## config.mk

```make
export PLATFORM = sky130hd
export DESIGN_NAME = usart_tx_arbiter
export DESIGN_NICKNAME = d
export VERILOG_FILES = /design/src/rtl/usart_pkg.sv /design/src/rtl/usart_tx_arbiter_rr_pick.sv /design/src/rtl/usart_tx_arbiter.sv
export SDC_FILE = /design/constraint.sdc
export NUM_CORES = 1
export LEC_CHECK = 0
export BUFFER_PORTS_ARGS = -buffer_cell sky130_fd_sc_hd__buf_4
export CELL_PAD_IN_SITES_DETAIL_PLACEMENT = 0
export CELL_PAD_IN_SITES_GLOBAL_PLACEMENT = 1
export CORE_MARGIN = 4
export CORE_UTILIZATION = 43
export CTS_CLUSTER_SIZE = 16
export DETAILED_ROUTE_END_ITERATION = 12
export PLACE_DENSITY = 0.82
export RECOVER_POWER = 50
export REMOVE_ABC_BUFFERS = 1
export SYNTH_ARGS = -nofsm -noshare
export SYNTH_HDL_FRONTEND = slang
export SYNTH_SLANG_ARGS = --single-unit
```

## constraint.sdc

```tcl
create_clock -name clock -period 8.1 [get_ports clock]
set_input_delay 1.62 -clock clock [delete_from_list [all_inputs] [get_ports clock]]
set_output_delay 1.62 -clock clock [all_outputs]
set_load 0.02 [all_outputs]
```

## src/rtl/usart_pkg.sv

```systemverilog
// usart_pkg: definitions shared by the USART transmit arbiter and the my_usart
// transmitter.
//   BYTE_W                 - width of one transmitted byte
//   DEFAULT_ACCEPT_TIMEOUT - default number of cycles to wait for the USART
//                            to take a byte after the start pulse
//   state_e                - arbiter sequencing states
package usart_pkg;

  localparam int          BYTE_W                 = 8;
  localparam logic [15:0] DEFAULT_ACCEPT_TIMEOUT = 16'd1000;

  typedef enum logic [1:0] {
    ST_IDLE        = 2'd0,
    ST_LOAD        = 2'd1,
    ST_WAIT_ACCEPT = 2'd2,
    ST_WAIT_DONE   = 2'd3
  } state_e;

endpackage

```

## src/rtl/usart_tx_arbiter_rr_pick.sv

```systemverilog
// rr_pick: combinational round-robin selector.
//   req_i - request vector, one bit per requester
//   ptr_i - index where the search starts (highest priority this cycle)
//   gnt_o - one-hot grant for the first set request at or after ptr_i
//   idx_o - encoded index of gnt_o (0 when nothing is requested)
module rr_pick #(
  parameter int NUM_REQ = 4,
  parameter int ID_W    = 2
) (
  input  logic [NUM_REQ-1:0] req_i,
  input  logic [ID_W-1:0]    ptr_i,
  output logic [NUM_REQ-1:0] gnt_o,
  output logic [ID_W-1:0]    idx_o
);

  logic found;
  int   cand;

  // Walk the requesters starting at the pointer with wrap-around; first hit wins.
  always_comb begin
    gnt_o = '0;
    idx_o = '0;
    found = 1'b0;
    cand  = 0;
    for (int k = 0; k < NUM_REQ; k++) begin
      cand = int'(ptr_i) + k;
      if (cand >= NUM_REQ) begin
        cand = cand - NUM_REQ;
      end else begin
        cand = cand;
      end
      if (!found && req_i[cand]) begin
        gnt_o[cand] = 1'b1;
        idx_o       = ID_W'(cand);
        found       = 1'b1;
      end else begin
        found = found;
      end
    end
  end

endmodule

```

## src/rtl/usart_tx_arbiter.sv

```systemverilog
// usart_tx_arbiter: shares one my_usart transmitter between NUM_REQ byte
// sources with packet-level round-robin arbitration.
//   clock, reset      - system clock, synchronous active-high reset
//   req_valid/data/last (in)  - per-requester byte offer, last = end of packet
//   req_ready (out)   - one-hot, single-cycle: that requester's byte was taken
//   uart_data/uart_start (out), uart_idle (in) - byte handshake with the USART
//   grant_id/grant_active (out) - current packet owner
//   err_timeout (out) - sticky: the USART never took a started byte
module usart_tx_arbiter
  import usart_pkg::*;
#(
  parameter int          NUM_REQ        = 4,
  parameter int          ID_W           = 2,
  parameter logic [15:0] ACCEPT_TIMEOUT = DEFAULT_ACCEPT_TIMEOUT
) (
  input  logic                      clock,
  input  logic                      reset,
  input  logic [NUM_REQ-1:0]        req_valid,
  input  logic [NUM_REQ*BYTE_W-1:0] req_data,
  input  logic [NUM_REQ-1:0]        req_last,
  output logic [NUM_REQ-1:0]        req_ready,
  output logic [BYTE_W-1:0]         uart_data,
  output logic                      uart_start,
  input  logic                      uart_idle,
  output logic [ID_W-1:0]           grant_id,
  output logic                      grant_active,
  output logic                      err_timeout
);

  state_e              state_q;
  logic [ID_W-1:0]     ptr_q;
  logic [ID_W-1:0]     grant_id_q;
  logic                grant_active_q;
  logic [NUM_REQ-1:0]  req_ready_q;
  logic [BYTE_W-1:0]   uart_data_q;
  logic                uart_start_q;
  logic                last_q;
  logic [15:0]         cnt_q;
  logic                err_q;

  logic [NUM_REQ-1:0]  pick_gnt;
  logic [ID_W-1:0]     pick_idx;
  logic [ID_W-1:0]     sel_id;
  logic                sel_valid;
  logic [BYTE_W-1:0]   sel_byte;
  logic                sel_last;
  logic [NUM_REQ-1:0]  ready_d;
  logic                accept;
  logic [ID_W-1:0]     ptr_d;

  rr_pick #(
    .NUM_REQ (NUM_REQ),
    .ID_W    (ID_W)
  ) u_rr_pick (
    .req_i (req_valid),
    .ptr_i (ptr_q),
    .gnt_o (pick_gnt),
    .idx_o (pick_idx)
  );

  // Selected requester: the packet owner if one exists, else the round-robin pick.
  always_comb begin
    sel_id    = grant_active_q ? grant_id_q : pick_idx;
    sel_valid = req_valid[sel_id];
    sel_byte  = req_data[int'(sel_id)*BYTE_W +: BYTE_W];
    sel_last  = req_last[sel_id];
    ready_d   = grant_active_q ? ({{(NUM_REQ-1){1'b0}}, 1'b1} << grant_id_q) : pick_gnt;
    // Without an owner, sel_valid is only true when the pick found a request.
    accept    = uart_idle && sel_valid;
    if (grant_id_q == ID_W'(NUM_REQ-1)) begin
      ptr_d = '0;
    end else begin
      ptr_d = grant_id_q + ID_W'(1);
    end
  end

  // Byte sequencing FSM with all outputs registered.
  always_ff @(posedge clock) begin
    if (reset) begin
      state_q        <= ST_IDLE;
      ptr_q          <= '0;
      grant_id_q     <= '0;
      grant_active_q <= 1'b0;
      req_ready_q    <= '0;
      uart_data_q    <= '0;
      uart_start_q   <= 1'b0;
      last_q         <= 1'b0;
      cnt_q          <= 16'd0;
      err_q          <= 1'b0;
    end else begin
      req_ready_q  <= '0;
      uart_start_q <= 1'b0;
      case (state_q)
        ST_IDLE: begin
          // The grant may be taken and the first byte accepted in the same cycle.
          if (!grant_active_q && (|req_valid)) begin
            grant_active_q <= 1'b1;
            grant_id_q     <= pick_idx;
          end
          if (accept) begin
            uart_data_q <= sel_byte;
            last_q      <= sel_last;
            req_ready_q <= ready_d;
            state_q     <= ST_LOAD;
          end
        end
        ST_LOAD: begin
          uart_start_q <= 1'b1;
          cnt_q        <= 16'd0;
          state_q      <= ST_WAIT_ACCEPT;
        end
        ST_WAIT_ACCEPT: begin
          if (!uart_idle) begin
            state_q <= ST_WAIT_DONE;
          end else if (cnt_q == ACCEPT_TIMEOUT - 16'd1) begin
            // Give up on a stuck transmitter and hand the line to the next source.
            err_q          <= 1'b1;
            grant_active_q <= 1'b0;
            ptr_q          <= ptr_d;
            state_q        <= ST_IDLE;
          end else begin
            cnt_q <= cnt_q + 16'd1;
          end
        end
        ST_WAIT_DONE: begin
          if (uart_idle) begin
            if (last_q) begin
              grant_active_q <= 1'b0;
              ptr_q          <= ptr_d;
            end
            state_q <= ST_IDLE;
          end
        end
        default: begin
          state_q <= ST_IDLE;
        end
      endcase
    end
  end

  assign req_ready    = req_ready_q;
  assign uart_data    = uart_data_q;
  assign uart_start   = uart_start_q;
  assign grant_id     = grant_id_q;
  assign grant_active = grant_active_q;
  assign err_timeout  = err_q;

endmodule

```

# Word-level counts from Yosys, hierarchy flattened
# Cells that the tools add are included.
# word_totals
regBits,38
output_inout_bits,17
elab_cells,140
# classes
add_sub_neg,9
order_cmp,13
eq_ne,13
shift,2
muxes,62
bitwise,5
reduce_logical,26
# op_table
op,count
">= comparator 32 x 1 -> 1 bit, second input constant",4
"less-than comparator 32 x 4 -> 1 bit, second input constant",4
two-way mux 32 bit,4
">= comparator 32 x 4 -> 1 bit, second input constant",3
"subtractor 32 x 4 -> 32 bit, second input constant",3
two-way mux 16 bit,2
one-hot mux 16 bit (2 select lines),1
variable part select 32 x 6 -> 8 bit,1
two-way mux 2 bit,14
two-way mux 1 bit,23
two-way mux 4 bit,5
"adder 16 x 1 -> 16 bit, second input constant",1
"== test 16 x 10 -> 1 bit, second input constant",1
"inequality test 2 bit, second input constant",7
binary-select mux 1 bit (select 2 bit),6
OR 4 bit,3
logical AND 1 bit,9
AND reduction 3 bit,3
demux 1 bit (select 2 bit),4
one-hot mux 2 bit (4 select lines),1
"adder 2 x 2 -> 3 bit, second input constant",2
"== test 2 bit, second input constant",3
AND reduction 6 bit,1
AND reduction 5 bit,1
other kinds (18),24

# Longest topological paths before layout
# Gate-level depths: netlist (run 1).
# logic_depth
depth_word,21
mapped_depth,14

# Modules after synthesis
# Synthesis (run 1) repeated with hierarchy kept, for this count alone.
# unflattened
cells_unflattened,292
area_unflattened_um2,2562.5
# by_module_without_submodules
mod,n_inst,cells_each,area_per_inst_um2,seq_area_each_um2
usart_tx_arbiter,1,243,2105.8,760.7
rr_pick,1,49,456.7,0.0

# Worst setup path before layout (run 1)
# Ideal clock, no wire load.
# synth_path
path_kind,in2reg
from,in req_valid[0]
to,reg last_q
setup_time_ns,0.072
t_arrival_ns,3.820
setup_slack_ns,4.208
cell_stages,11
path_cell_list,buf_2 -> mux4_2 -> nor3b_2 -> a22oi_2 -> a21o_1 -> buf_6 -> a211oi_2 -> a211o_1 -> buf_4 -> buf_6 -> mux2i_1
# synth_via
elab_chain_cells,18
# synth_lines
item,line,text
start: declaration,usart_tx_arbiter.sv:18,"input logic [NUM_REQ-1:0] req_valid,"
binary-select mux 1 bit (select 2 bit),usart_tx_arbiter_rr_pick.sv:32,if (!found && req_i[cand]) begin
two-way mux 1 bit (implied by the code) (2 in series),usart_tx_arbiter_rr_pick.sv:32,
two-way mux 1 bit,usart_tx_arbiter_rr_pick.sv:32,
zero test 1 bit,usart_tx_arbiter_rr_pick.sv:32,
logical AND 1 bit,usart_tx_arbiter_rr_pick.sv:32,
two-way mux 1 bit,usart_tx_arbiter_rr_pick.sv:32,
zero test 1 bit,usart_tx_arbiter_rr_pick.sv:32,
logical AND 1 bit,usart_tx_arbiter_rr_pick.sv:32,
two-way mux 1 bit,usart_tx_arbiter_rr_pick.sv:32,
zero test 1 bit,usart_tx_arbiter_rr_pick.sv:32,
logical AND 1 bit,usart_tx_arbiter_rr_pick.sv:32,
two-way mux 2 bit,usart_tx_arbiter_rr_pick.sv:32,
two-way mux 2 bit,usart_tx_arbiter.sv:63,sel_id = grant_active_q ? grant_id_q : pick_idx;
binary-select mux 1 bit (select 2 bit),usart_tx_arbiter.sv:64,sel_valid = req_valid[sel_id];
two-way mux 1 bit (implied by the code),usart_tx_arbiter.sv:64,
logical AND 1 bit,usart_tx_arbiter.sv:69,accept = uart_idle && sel_valid;
AND reduction 2 bit (no source line),n/a,
end signal: assignment,usart_tx_arbiter.sv:102,last_q <= sel_last;
end: declaration,usart_tx_arbiter.sv:37,logic last_q;
# Parallel ways exist; a longest one is shown, timed or not. The select of a mux whose other input is x is not followed.
# A chain may end at the register's enable or synchronous reset.

# Final worst setup path (run 1)
# layout_path
from,in req_valid[0]
to,reg uart_data_q[6] (netlist: uart_data[6])
# layout_via
elab_chain_cells,18
# layout_lines
item,line,text
branches (longest 18 deep; another with binary-select mux 1 bit (select 2 bit)),n/a,
end signal: assignment,usart_tx_arbiter.sv:101,uart_data_q <= sel_byte;
end: declaration,usart_tx_arbiter.sv:35,logic [BYTE_W-1:0] uart_data_q;
# Parallel ways; which one is timed is not known. The select of a mux whose other input is x is not followed.

==> impl_metrics.json, run 1 <==
{
  "outcome": "complete, but fails checks",
  "violations": "max-capacitance violations, max-slew violations",
  "p_comb_share_pct": 26.0,
  "end_kind": "register",
  "clk_latency_ns": 0.28,
  "ys_warn_count": 0,
  "synth_flop_cell": "dfxtp_1",
  "critPathMaxStageDelay_ns": 0.77,
  "hold_viol": 0,
  "min-delay-start": "uart_data[5]",
  "crit_path_max_fanout": 20,
  "cts_setup_buffers": 0,
  "r2r_end": "uart_data[6]",
  "wl_per_cell_microns": 14.8,
  "cts.clk_slew.worst_paths_ns": 0.07,
  "synth_area_sq_um": 2600,
  "tritoncts": "yes",
  "cts_inserted_buffers": 5,
  "worstPathRequired_ns": 8.31,
  "areaGrowthSynthToFinish_pct": 18.6,
  "drt-pass1-iter-count": 4,
  "core_sq_um": 5890,
  "path_cells": "buf_4 -> mux4_2 -> nor2b_1 -> a21oi_1 -> a21o_1 -> mux2i_1 -> a211o_1 -> mux2i_1",
  "finalSetupViolCount": 0,
  "syn_inst": 301,
  "finalPower_mw": 0.507,
  "hold_depth": 2,
  "seq_area_sq_um": 761,
  "antenna_cells": 0,
  "pwr-share-seq_pct": 41.4,
  "multi_input_area_sq_um": 1660,
  "h-tree-depth": 2,
  "cts_resized": 0,
  "final_cell_mix": "buf_4, dfxtp_1, mux2i_1, nor2_1",
  "die-area_sq_um": 7360,
  "crit_type": "in -> reg",
  "synthArstFlopShare_pct": 0,
  "post-dp-hpwl_mm": 4.61,
  "ys_seq_elements": 38,
  "first_iter_violations": 153,
  "nNetsFinal": 402,
  "antenna_found_initial": 0,
  "synth_area_leader_cell": "dfxtp_1",
  "rrSetupSlack_ns": 3.37,
  "clock_sinks": 38,
  "yosysSeqAreaShare_pct": 29.2,
  "path_buf_inv": 1,
  "fp.dieW_microns": 85.8,
  "switching_share_pct": 30.2,
  "relSlewSlack_pct": -1.84,
  "worst_slew_pin_slew_ns": 1.53,
  "power.internal_mw": 0.354,
  "cts_buffer_depth": 2,
  "num_vias": 2332,
  "peakVddDrop_uv": 79.7,
  "fmax_ghz": 0.207,
  "p_leak_nw": 1.24,
  "finalCritPeriodShare_pct": 59.7,
  "vias_per_cell": 5.54,
  "p_per_area_nw_per_um2": 164,
  "crit_slowest_cell": "a21o_1",
  "drive_above_1_share_pct": 18.8,
  "layout_min_cycle_time_ns": 4.83,
  "hold_path_end": "uart_data[5]",
  "rows": 28,
  "grt_use_total_pct": 17.5,
  "r2r_start": "ptr_q[0]",
  "final_max_slew_viol_count": 36,
  "place_congestion": 0.803,
  "grt-ovfl-total": 0,
  "wl_mm": 6.24,
  "die_h_microns": 85.8,
  "power_switching_mw": 0.153,
  "grt_pass1_vias": 2223,
  "clockRootBuffer": "clkbuf_8",
  "cpMostUsedCell": "mux2i_1",
  "ios": 60,
  "cpLargestDelayFamily": "compound AO/OA/AOI/OAI gates",
  "final_common_cell": "buf_4",
  "drc": 0,
  "cp.arrival_ns": 5.04,
  "hold_buffers": 0,
  "hold_class": "reg -> reg",
  "yosysUniqueCellTypes": 47,
  "finClkSkew_ns": 0.00340,
  "synthTopCellsByArea": "dfxtp_1, mux2i_1, ha_1, a211oi_1, nor2_1",
  "syn_area_per_cell_sq_um": 8.65,
  "synth_edf_count": 0,
  "rsz0062_at_grt": "false",
  "tns_ns": 0,
  "antenna_left": 0,
  "fillers": 577,
  "start_kind": "primary input",
  "grt_max_degree": 36,
  "ff2ff_path_depth": 9,
  "numPortBuffers": 59,
  "maxCapViolCount": 1,
  "start_util_pct": 44.2,
  "grt_pass1_wl_mm": 10.5,
  "synth_top_area_share_pct": 29.2,
  "p_clk_share_pct": 32.6
}
## power by group through the flow
stage	Sequential, mW	Clock [mW]	Combinational (mW)
final	0.210	0.165	0.132
after global routing	0.212	0.177	0.145
after CTS	0.210	0.170	0.139
after floorplan	0.222	0	0.0753
after global placement	0.214	0	0.137
after detailed placement	0.214	0	0.139
## worst max-delay path by stage
| stage | from | to | slack [ns] | cells after the start |
|---|---|---|---|---|
| finish | req_valid[0] | uart_data[6] | 3.27 | 8 |
| global route | ptr_q[0] | uart_data[1] | 3.03 | 9 |
| CTS | req_valid[1] | uart_data[6] | 3.29 | 8 |
| detailed placement | req_valid[1] | uart_data[6] | 2.99 | 8 |
| floorplan | req_valid[0] | last_q | 3.76 | 7 |
| global placement | req_valid[0] | uart_data[0] | 3.13 | 8 |
## logic make-up after synthesis
group	count (synthesis)	share of synthesized area (%)
xor+xnor	12	4.04
simple gates	91	18.9
buf+inv	42	7.07
compound gates	72	19.8
flops	38	29.2
mux	33	14.7
fa+ha+maj	13	6.25
## worst register-to-register path, stage by stage, from the launching register on
cell and delay (ns):
dfxtp_1 0.72, inv_1 0.24, ha_1 0.54, mux4_2 0.37, nor2b_1 0.16, a21oi_1 0.60, a21o_1 0.77, mux2i_1 0.27
a211o_1 0.69, mux2i_1 0.29
## metal layers
metal | global-route usage, % | wire length (microns) | vias up
li1 | - | - | 1174
met1 | 25.5 | 3110 | 1074
met2 | 26.2 | 2710 | 78
met3 | 3.27 | 366 | 6
met4 | 5.18 | 55 | 0
met5 | 0 | 0 | -
## synth_stat cells (3+ instances only)
| library cell | count |
|---|---|
| a211o_1 | 10 |
| a211oi_1 | 20 |
| a21oi_1 | 15 |
| a22oi_1 | 8 |
| buf_2 | 6 |
| clkbuf_1 | 12 |
| dfxtp_1 | 38 |
| ha_1 | 13 |
| inv_1 | 20 |
| mux2i_1 | 27 |
| mux4_2 | 4 |
| nand2_1 | 12 |
| nand2b_1 | 14 |
| nand3_1 | 8 |
| nor2_1 | 25 |
| nor2b_1 | 3 |
| nor3_1 | 7 |
| nor3_2 | 4 |
| nor4_1 | 3 |
| o21ai_0 | 8 |
| xnor2_1 | 8 |
| xor2_1 | 4 |
## cell type report
| cell class | count | area share, % |
|---|---|---|
| multi-input cells | 221 | 53.7 |
| inverters | 20 | 2.43 |
| well taps | 75 | 3.04 |
| flip-flops and latches | 38 | 24.6 |
| repair buffers | 60 | 12.5 |
| clock buffers | 6 | 2.68 |
| clock inverters | 1 | 0.973 |
## state kept, by name (all words and copies together), names as in the netlist
signal        cells
cnt_q            16
err_timeout       1
grant_active      1
grant_id          2
last_q            1
ptr_q             2
req_ready         4
state_q           2
uart_data         8
uart_start        1
## stage by stage
stage	hold slack (ns)	cells	setup WS, ns	utilization (%)	area (sq um)
global route	0.508	421	3.03	52.4	3090
detailed placement	0.470	414	2.99	51.6	3040
global placement	0.462	414	3.13	51.6	3040
CTS	0.487	421	3.29	53.5	3150
finish	0.482	421	3.27	52.4	3090
floorplan	0.451	279	3.76	-	2490
No activity file was read; power rests on OpenSTA's default activity.
==> inputs of run 2 (changes only) <==
CORE_UTILIZATION = 36   (was 43)
PLACE_DENSITY = 0.73   (was 0.82)
clock period = 4.4 ns   (was 8.1 ns; I/O delays follow)
==> run 2 against run 1 <==
  * The flow finishes with violations (max-capacitance violations)
  * Count of clock-buffer cells in the layout stayed put
  * Final area is 0.97% higher
  * Critical path depth is 1 higher
  * Sequential cell count stayed put
  * Worst setup slack worse by 2.6 ns
  * Wire length hardly changed
  * Clock skew is 0.0098 ns higher
  * Cell count is 6.2% higher
  * Via count is 1.5% lower
==> impl_metrics.json, run 2 (synthesized netlist as in run 1, its figures left out) <==
{
  "start_kind": "register",
  "post-place-ws_ns": 0.656,
  "violations": "max-capacitance violations",
  "largest_register_ffs": 16,
  "wl_per_cell_microns": 14.0,
  "final_max_slew_viol_count": 0,
  "relSlewSlack_pct": 0.373,
  "cp.arrival_ns": 3.90,
  "fillers": 720,
  "final_common_cell": "buf_4",
  "drt-pass1-iter-count": 5,
  "layout_min_cycle_time_ns": 3.68,
  "path_buf_inv": 1,
  "vias_per_cell": 5.14,
  "fmax_ghz": 0.271,
  "cts_setup_buffers": 0,
  "grt_pass1_vias": 2305,
  "p_per_area_nw_per_um2": 285,
  "rows": 30,
  "die_h_microns": 93.0,
  "areaGrowthSynthToFinish_pct": 19.8,
  "first_iter_violations": 166,
  "cts.clk_slew.worst_paths_ns": 0.07,
  "hold_class": "reg -> reg",
  "grt-ovfl-total": 0,
  "end_kind": "register",
  "crit_slowest_cell": "a211o_1",
  "tns_ns": 0,
  "wl_mm": 6.24,
  "regMostFlops": "cnt_q",
  "ios": 60,
  "final_area_sq_um": 3120,
  "num_vias": 2297,
  "p_leak_nw": 1.24,
  "hold_viol": 0,
  "layout_setup_ws_ns": 0.715,
  "grt_pass1_wl_mm": 10.5,
  "clockRootBuffer": "clkbuf_8",
  "final_core_util_pct": 45.1,
  "outcome": "complete, but fails checks",
  "cpLargestDelayFamily": "compound AO/OA/AOI/OAI gates",
  "crit_path_max_fanout": 14,
  "worstPathRequired_ns": 4.62,
  "crit_type": "reg -> reg",
  "drive_above_1_share_pct": 19.4,
  "maxCapViolCount": 1,
  "fp.dieW_microns": 93.0,
  "grt_use_total_pct": 14.8,
  "worst_slew_pin_slew_ns": 1.49,
  "cts_resized": 0,
  "antenna_left": 0,
  "nNetsFinal": 406,
  "finalPower_mw": 0.890,
  "h-tree-depth": 2,
  "post_dp_cell_area_sq_um": 3090,
  "tritoncts": "yes",
  "peakVddDrop_uv": 110,
  "path_cells": "inv_1 -> ha_1 -> mux4_2 -> nor3b_1 -> a22oi_2 -> a21o_1 -> a211oi_2 -> a211o_1 -> mux2i_1",
  "critPathMaxStageDelay_ns": 0.62,
  "antenna_cells": 0,
  "start_util_pct": 37.7,
  "die-area_sq_um": 8650,
  "finalCritPeriodShare_pct": 83.7,
  "finalSetupViolCount": 0,
  "post-dp-hpwl_mm": 4.67,
  "rsz0062_at_grt": "false",
  "clk_latency_ns": 0.30,
  "cts_inserted_buffers": 5,
  "finClkSkew_ns": 0.0132,
  "grt_max_degree": 36,
  "hold_buffers": 0,
  "numPortBuffers": 59,
  "core_sq_um": 6910,
  "place_congestion": 0.780,
  "final_cell_mix": "buf_4, dfxtp_1, mux2i_1, nor2_1",
  "cts_buffer_depth": 2,
  "drc": 0,
  "clock_sinks": 38,
  "antenna_found_initial": 0
}
## run 2: cell types whose count changed in the layout (fill, tap and decap cells not counted), sizes merged
cell and change:
clkinvlp +1, buf +3, clkbuf +1, bufinv -1
clkinv +1
## run 2: final cells by class
| class | count | area (sq um) | area share, % |
|---|---|---|---|
| multi-input cells | 221 | 1650 | 53.0 |
| flip-flops and latches | 38 | 761 | 24.4 |
| repair buffers | 64 | 413 | 13.2 |
| well taps | 96 | 120 | 3.85 |
| clock buffers | 6 | 82.6 | 2.65 |
| inverters | 20 | 75.1 | 2.41 |
| clock inverters | 2 | 12.5 | 0.401 |
## run 2: metrics by stage
stage | hold slack [ns] | instances
floorplan | 0.451 | 279
global placement | 0.463 | 439
detailed placement | 0.470 | 439
CTS | 0.485 | 447
global route | 0.499 | 447
finish | 0.479 | 447
## run 2: worst paths after layout
kind             endpoint  slack, ns  cells after the start         start
max          uart_data[5]       0.72                      9      ptr_q[1]
min          uart_data[0]       0.48                      2  uart_data[0]
max reg2reg  uart_data[5]       0.72                      9      ptr_q[1]
min reg2reg  uart_data[0]       0.48                      2  uart_data[0]
## run 2: worst register-to-register path, cell delays in order, from the launching register on
cell	delay, ns
dfxtp_1	0.33
inv_1	0.15
ha_1	0.50
mux4_2	0.42
nor3b_1	0.53
a22oi_2	0.33
a21o_1	0.27
a211oi_2	0.22
a211o_1	0.62
mux2i_1	0.25
## run 2: where the power goes
part / internal (mW) / total, mW / leakage, nW / switching (mW)
Combinational: 0.107 / 0.245 / 0.885 / 0.137
Sequential: 0.364 / 0.386 / 0.308 / 0.0217
Clock: 0.126 / 0.259 / 0.0472 / 0.133
Total: 0.598 / 0.890 / 1.24 / 0.292
## run 2: routing by layer
metal	wire [microns]	GRT usage, %	up-vias	part of all wire, %
li1	-	-	1183	-
met1	3040	19.9	1028	49
met2	2680	23.2	80	43
met3	450	4.18	6	7.2
met4	62	4.27	0	0.99
met5	0	0	-	0
==> inputs of run 3 (changes only) <==
CORE_UTILIZATION = 40   (was 36)
PLACE_DENSITY = 0.77   (was 0.73)
clock period = 3.6 ns   (was 4.4 ns; I/O delays follow)
==> run 3 against run 2 <==
  * The run ends with max-capacitance violations, max-slew violations left
  * Sequential cell count unchanged
  * Worst hold slack got worse by 0.0018 ns
  * Global-route usage is 2.3 points higher
  * Core utilization increased by 4.2 points
  * Critical endpoint is now last_q
  * Register-to-register slack got worse by 0.25 ns
  * Sequential share of layout area decreased by 0.12 points
  * Via count grew 1.8%
  * Sequential power rose by 22%
  * Non-clock buffer count grew 5
  * Count of clock-buffer cells in the layout unchanged
==> impl_metrics.json, run 3 (synthesized netlist as in run 1, its figures left out) <==
{
  "regMostFlops": "cnt_q",
  "final_core_util_pct": 49.3,
  "relSlewSlack_pct": -1.46,
  "grt_use_total_pct": 17.1,
  "grt_max_degree": 36,
  "finClkSkew_ns": 0.00584,
  "final_area_sq_um": 3130,
  "drive_above_1_share_pct": 20.5,
  "ff2ff_path_depth": 10,
  "r2r_start": "ptr_q[0]",
  "highest_layer": "met4",
  "worst_slew_pin_slew_ns": 1.52,
  "tritoncts": "yes",
  "tns_ns": 0,
  "post-dp-hpwl_mm": 4.54,
  "rrSetupSlack_ns": 0.47,
  "finalPower_mw": 1.08,
  "maxCapViolCount": 1,
  "hold_buffers": 0,
  "start_util_pct": 41.0,
  "antenna_found_initial": 0,
  "path_buf_inv": 2,
  "r2r_end": "last_q",
  "fin_hold_ws_ns": 0.477,
  "final_max_slew_viol_count": 36,
  "grt-ovfl-total": 0,
  "crit_path_max_fanout": 14,
  "wl_met2_mm": 2.80,
  "finalSetupViolCount": 0,
  "end_kind": "register",
  "drc": 0,
  "die_h_microns": 88.7,
  "core_sq_um": 6350,
  "die-area_sq_um": 7860,
  "cpLargestDelayFamily": "compound AO/OA/AOI/OAI gates",
  "cp.arrival_ns": 3.28,
  "cts_setup_buffers": 0,
  "vias_per_cell": 5.40,
  "drt-pass1-iter-count": 4,
  "hold_viol": 0,
  "antenna_left": 0,
  "worstPathRequired_ns": 3.75,
  "critPathMaxStageDelay_ns": 0.57,
  "outcome": "complete, but fails checks",
  "crit_type": "reg -> reg",
  "fp.dieW_microns": 88.7,
  "post-place-ws_ns": 0.302,
  "peakVddDrop_uv": 157,
  "grt_pass1_wl_mm": 10.7,
  "largest_register_ffs": 16,
  "numPortBuffers": 59,
  "layout_setup_ws_ns": 0.467,
  "clockRootBuffer": "clkbuf_8",
  "place_congestion": 0.811,
  "rsz0062_at_grt": "false",
  "areaGrowthSynthToFinish_pct": 20.3,
  "clk_latency_ns": 0.29,
  "wl_met3_microns": 457,
  "first_iter_violations": 102,
  "num_vias": 2338,
  "stdcell_count": 433,
  "crit_slowest_cell": "a211o_1",
  "min-delay-start": "uart_data[4]",
  "start_kind": "register",
  "antenna_cells": 0,
  "nNetsFinal": 411,
  "post-place-cells": 425,
  "rows": 29,
  "final_cell_mix": "buf_4, dfxtp_1, mux2i_1, nor2_1",
  "clock_sinks": 38,
  "post_dp_cell_area_sq_um": 3110,
  "grt_pass1_vias": 2261,
  "wl_met1_mm": 2.88,
  "hold_depth": 2,
  "ios": 60,
  "p_leak_nw": 1.26,
  "cts_inserted_buffers": 5,
  "fillers": 635,
  "wl_mm": 6.22,
  "path_cells": "inv_1 -> ha_1 -> mux4_2 -> nor3b_2 -> a22oi_2 -> buf_4 -> a211oi_1 -> a211oi_2 -> a211o_1 -> mux2i_1",
  "violations": "max-capacitance violations, max-slew violations",
  "layout_min_cycle_time_ns": 3.13,
  "hold_class": "reg -> reg",
  "cts_resized": 0,
  "p_per_area_nw_per_um2": 346,
  "fmax_ghz": 0.319,
  "final_common_cell": "buf_4",
  "cts_buffer_depth": 2,
  "wl_per_cell_microns": 14.4,
  "hold_path_end": "uart_data[4]",
  "cts.clk_slew.worst_paths_ns": 0.07,
  "h-tree-depth": 2,
  "finalCritPeriodShare_pct": 87.0
}
## run 3: area by class of cell
cell class / count / area [sq um] / area share [%]
timing repair buffer: 69 / 447 / 14.3
clock buffer: 6 / 82.6 / 2.64
sequential: 38 / 761 / 24.3
tap: 77 / 96.3 / 3.08
clock inverter: 2 / 12.5 / 0.400
inverter: 20 / 75.1 / 2.40
multi-input combinational: 221 / 1660 / 52.9
## run 3: worst max-delay path by stage
| stage | start | endpoint | depth (start not counted) |
|---|---|---|---|
| floorplan | ptr_q[0] | last_q | 9 |
| global placement | req_valid[3] | uart_data[0] | 9 |
| detailed placement | req_valid[3] | last_q | 9 |
| CTS | ptr_q[0] | last_q | 10 |
| global route | ptr_q[0] | last_q | 10 |
| finish | ptr_q[0] | last_q | 10 |
## run 3: worst min-delay path: stages, from the launching register on
cell and delay (ns):
dfxtp_1 0.31, nand2b_1 0.06, mux2i_1 0.06
## run 3: routing by layer
| metal | vias up | global-route usage (%) |
|---|---|---|
| li1 | 1188 | - |
| met1 | 1056 | 22.5 |
| met2 | 84 | 28.2 |
| met3 | 10 | 4.10 |
| met4 | 0 | 4.12 |
| met5 | - | 0 |
## run 3: where the power goes
group / total, mW / internal, mW / switching, mW
clock: 0.309 / 0.154 / 0.155
sequential: 0.472 / 0.445 / 0.0266
combinational: 0.304 / 0.135 / 0.169
